File: src/rtl/hash_pkg.sv
// Shared constants and state encoding for the hash generator pipeline.
// Used by the result buffer, the output stage and the hash core.
package hash_pkg;

    localparam int DATA_W = 24;
    localparam int PTR_W  = 2;
    localparam int DEPTH  = 4;

    typedef enum logic [1:0] {
        IDLE    = 2'd0,
        COLLECT = 2'd1,
        DONE    = 2'd2
    } state_t;

endpackage

File: src/rtl/result_regfile.sv
// Slot storage for found nonces: one write port with per-slot valid bits,
// and a registered read port that returns zero for empty slots.
module result_regfile
    import hash_pkg::*;
#(
    parameter int DATA_W = hash_pkg::DATA_W,
    parameter int DEPTH  = hash_pkg::DEPTH,
    parameter int PTR_W  = hash_pkg::PTR_W
) (
    input  logic              clk,
    input  logic              reset,
    input  logic              clr,
    input  logic              we,
    input  logic [PTR_W-1:0]  wr_idx,
    input  logic [DATA_W-1:0] wr_dat,
    input  logic [PTR_W-1:0]  rd_ptr,
    output logic [DATA_W-1:0] rd_dat,
    output logic [DEPTH-1:0]  valid
);

    logic [DATA_W-1:0] mem [DEPTH];

    always_ff @(posedge clk or posedge reset) begin
        if (reset) begin
            for (int i = 0; i < DEPTH; i++) begin
                mem[i] <= '0;
            end
            valid  <= '0;
            rd_dat <= '0;
        end else begin
            // Read sees the pre-edge contents; an empty slot never leaks a stale nonce.
            rd_dat <= valid[rd_ptr] ? mem[rd_ptr] : '0;
            if (clr) begin
                valid <= '0;
            end else if (we) begin
                mem[wr_idx]   <= wr_dat;
                valid[wr_idx] <= 1'b1;
            end
        end
    end

endmodule

File: src/rtl/nonce_result_buffer.sv
// Collects one winning nonce per job entry from the hash core and flags
// all_found once every entry 0..n_max is filled; the output stage reads slots via rd_ptr.
module nonce_result_buffer
    import hash_pkg::*;
#(
    parameter int DATA_W = hash_pkg::DATA_W,
    parameter int DEPTH  = hash_pkg::DEPTH,
    parameter int PTR_W  = hash_pkg::PTR_W
) (
    input  logic              clk,
    input  logic              reset,
    input  logic              start,
    input  logic [PTR_W-1:0]  num_entradas,
    input  logic              hit_valid,
    input  logic [PTR_W-1:0]  hit_index,
    input  logic [DATA_W-1:0] hit_nonce,
    output logic              hit_ready,
    input  logic [PTR_W-1:0]  rd_ptr,
    output logic [DATA_W-1:0] bounty,
    output logic [DEPTH-1:0]  entry_valid,
    output logic              all_found,
    output logic              busy,
    output logic              err
);

    state_t             state_q, state_d;
    logic [PTR_W-1:0]   n_max;
    logic               accept;
    logic               in_range;
    logic               we;
    logic [DEPTH-1:0]   job_mask;
    logic [DEPTH-1:0]   hit_onehot;
    logic [DEPTH-1:0]   valid_post;

    // Start takes priority: a hit arriving with start is consumed but dropped.
    assign accept   = hit_valid && (state_q == COLLECT) && !start;
    assign in_range = (hit_index <= n_max);
    assign we       = accept && in_range && !entry_valid[hit_index];

    always_comb begin
        job_mask   = '0;
        hit_onehot = '0;
        for (int i = 0; i < DEPTH; i++) begin
            if (i <= int'(n_max)) begin
                job_mask[i] = 1'b1;
            end
        end
        if (we) begin
            hit_onehot[hit_index] = 1'b1;
        end
        valid_post = entry_valid | hit_onehot;
    end

    always_comb begin
        state_d = state_q;
        case (state_q)
            IDLE, DONE: begin
                if (start) state_d = COLLECT;
            end
            COLLECT: begin
                if (start) begin
                    state_d = COLLECT;
                end else if ((valid_post & job_mask) == job_mask) begin
                    state_d = DONE;
                end
            end
            default: state_d = IDLE;
        endcase
    end

    always_ff @(posedge clk or posedge reset) begin
        if (reset) begin
            state_q <= IDLE;
            n_max   <= '0;
            err     <= 1'b0;
        end else begin
            state_q <= state_d;
            if (start) begin
                n_max <= num_entradas;
                err   <= 1'b0;
            end else if (accept && !in_range) begin
                err <= 1'b1;
            end
        end
    end

    assign hit_ready = (state_q == COLLECT);
    assign busy      = (state_q == COLLECT);
    assign all_found = (state_q == DONE);

    result_regfile #(
        .DATA_W (DATA_W),
        .DEPTH  (DEPTH),
        .PTR_W  (PTR_W)
    ) u_regfile (
        .clk    (clk),
        .reset  (reset),
        .clr    (start),
        .we     (we),
        .wr_idx (hit_index),
        .wr_dat (hit_nonce),
        .rd_ptr (rd_ptr),
        .rd_dat (bounty),
        .valid  (entry_valid)
    );

endmodule

File: config.mk
export PLATFORM = sky130hd
export DESIGN_NAME = nonce_result_buffer
export DESIGN_NICKNAME = d
export VERILOG_FILES = /design/src/rtl/hash_pkg.sv /design/src/rtl/result_regfile.sv /design/src/rtl/nonce_result_buffer.sv
export SDC_FILE = /design/constraint.sdc
export NUM_CORES = 1
export LEC_CHECK = 0
export ABC_AREA = 1
export CAP_MARGIN = 25
export CORE_ASPECT_RATIO = 1.75
export CORE_UTILIZATION = 50
export DETAILED_ROUTE_END_ITERATION = 16
export PLACE_DENSITY = 0.73
export RECOVER_POWER = 25
export SYNTH_ARGS = -nofsm -noshare
export SYNTH_HDL_FRONTEND = slang
export SYNTH_SLANG_ARGS = --single-unit
export TNS_END_PERCENT = 1
File: constraint.sdc
create_clock -name clk -period 4.3 [get_ports clk]
set_clock_uncertainty 0.1 [all_clocks]
set_input_delay 0.86 -clock clk [delete_from_list [all_inputs] [get_ports clk]]
set_output_delay 0.86 -clock clk [all_outputs]
set_load 0.05 [all_outputs]
==> impl_metrics.toml <==
[outcome]
outcome = "finished, violations left"
violations = "capacitance limit, slew limit"

[logic_synthesis]
yosysWarningCount = 0
ys_seq_area_share_pct = 58.0
synth_seq_cells = 129
synth_cell_types = 21
synth_fp_nets = 664
synthesis.area_sq_mm = 0.00556
syn-instance-count = 628
synth.avg_cell_area_sq_um = 8.86

[die]
die_w_um = 81.7
core_sq_mm = 0.0108
die_area_sq_mm = 0.0116
num_rows = 50
initial_core_util_pct = 51.7
fp.dieH_um = 142
io_pins = 66

[hold_path]
holdPathStages = 2
hold_path_class = "reg -> reg"

[worst_setup_path]
cp.required_ns = 4.48
path_max_fanout = 26
worstSetupEndpointType = "flip-flop"
worstSetupStartpointType = "input pin"
cp_data_arrival_time_ns = 3.19
path_class = "in -> reg"
reg2reg_depth = 9

[cts]
ctsRootBufferMaster = "clkbuf_16"
insertion_delay_ns = 0.41
htreeDepth = 4
clock_path_buffers = 2
clk_pin_slew_worst_paths_ns = 0.05
cts_sinks = 129
cts_tree = "yes"
cts_hold_buf = 0
cts_setup_buffers = 0
numCtsBuffers = 17
cts_resized = 0

[route]
drtAntennaViolNets = 0
viasPerCell = 5.44
vias = 4489
first_pass_iters = 5
drc = 0
routedWlPerCell_um = 15.2
postRouteWirelength_mm = 12.5
drt-initial-drc-count = 389

[global_route]
grtUsageMet3_pct = 4.76
grt_pass1_vias = 4620
busiest_layer = "met2"
antenna_found_initial = 0
met2_usage_pct = 40.8
met1_usage_pct = 28.0
grt_start_max_net_pins = 130
grt_pass1_wl_mm = 21.0
grt.overflow.total = 0
gr-usage-all-layers_pct = 24.0

[sta]
worst_pin_slew_ns = 1.72
max_slew_margin_pct = -15.0
rsz0062_at_grt = "no"
setup_viol = 0
post-route-period-util_pct = 70.1
fmax_ghz = 0.332
setup-tns-final_ns = 0
setup_slack_ns = 1.28
maxSlewViolCount = 130
period_minus_slack_ns = 3.02
hold_viol_final = 0

[placement]
gp_congestion = 0.803
hpwlAfterDp_mm = 7.53
place_area_sq_mm = 0.00625
io_buffers = 65
place_ws_ns = 0.878
placed_cells = 793

[cells_and_area]
syn2layout_area_growth_pct = 22.9
final_util_pct = 63.6
mostFrequentLayoutCells = "nand2_1, dfrtp_1, o21ai_0"
fin_cells = 825
final_common_cell = "nand2_1"
layout.nets = 718
fill_cells = 899
drive_above_1_share_pct = 8.92
stdcell_area_sq_mm = 0.00684
n_antenna_cell = 0

[power_and_ir_drop]
ir_worst_vdd_mv = 0.366
p_leak_nw = 3.42
power_density_mw_per_mm2 = 548

[flow_run]
drv_cap = 1
flip-flops by register name, indices dropped and copies added (netlist names):
signal and count:
u_regfile.mem 96, u_regfile.rd_dat 24, u_regfile.valid 4, n_max 2, state_q 2, err 1
layout make-up:
| class | instances | area, sq um | area share (%) |
|---|---|---|---|
| clock buffers | 21 | 470 | 6.88 |
| clock inverters | 11 | 135 | 1.98 |
| inverters | 67 | 255 | 3.73 |
| multi-input cells | 393 | 1880 | 27.5 |
| flip-flops and latches | 129 | 3230 | 47.2 |
| well taps | 130 | 163 | 2.38 |
| repair buffers | 74 | 708 | 10.4 |
cells by family (layout without fill, tap and decap cells):
logic type / count (synthesis) / count (layout) / synth area share, %
adder cells (fa/ha/maj): 2 / 2 / 0.450
AND/OR/NAND/NOR: 234 / 234 / 16.6
buffers and inverters: 106 / 173 / 8.30
AO/OA/AOI/OAI: 157 / 157 / 16.6
flip-flops: 129 / 129 / 58.0
synthesized netlist by cell type (all sizes together):
cell | instances | area share, %
clkbuf | 24 | 1.6
nand2 | 140 | 9.4
nor2 | 82 | 5.7
o22ai | 1 | 0.11
nand3 | 12 | 1.4
inv | 67 | 4.5
buf | 15 | 2.2
ha | 2 | 0.45
o21ai | 126 | 12
o32ai | 24 | 3.8
dfrtp | 129 | 58
a21oi | 6 | 0.74
where the power goes:
part | internal [mW] | switching (mW)
clock network | 0.951 | 0.508
logic | 0.255 | 0.352
registers | 1.52 | 0.166
per-layer routing:
layer / vias up / share of wire [%]
met5: - / 0
li1: 2132 / -
met4: 0 / 2.6
met2: 129 / 53
met1: 2201 / 40
met3: 27 / 4.3
per-stage QoR:
stage,power [mW],hold slack [ns]
3_5_place_dp,2.30,0.369
4_1_cts,3.77,0.383
2_1_floorplan,2.11,0.348
6_report,3.75,0.379
3_3_place_gp,2.26,0.361
5_1_grt,3.93,0.397
worst max-delay path, cell delays in order:
cell and delay (ns):
clkdlybuf4s50_1 0.60, ha_1 0.29, nand2_1 0.07, nand2_1 0.10, a21oi_4 0.21, nand3_2 0.45, buf_4 0.42, nand2_1 0.08
o21ai_0 0.09
worst paths after layout:
check,start,end,slack (ns)
worst max register to register,n_max[1],u_regfile.mem[66],1.88
worst min register to register,u_regfile.mem[40],u_regfile.mem[40],0.38
worst min-delay path,u_regfile.mem[40],u_regfile.mem[40],0.38
max in group asynchronous,reset,u_regfile.rd_dat[3],1.54
min in group asynchronous,reset,u_regfile.mem[8],1.46
worst max-delay path,hit_index[1],u_regfile.mem[66],1.28
Note: power is estimated with default switching activity, not from simulation.
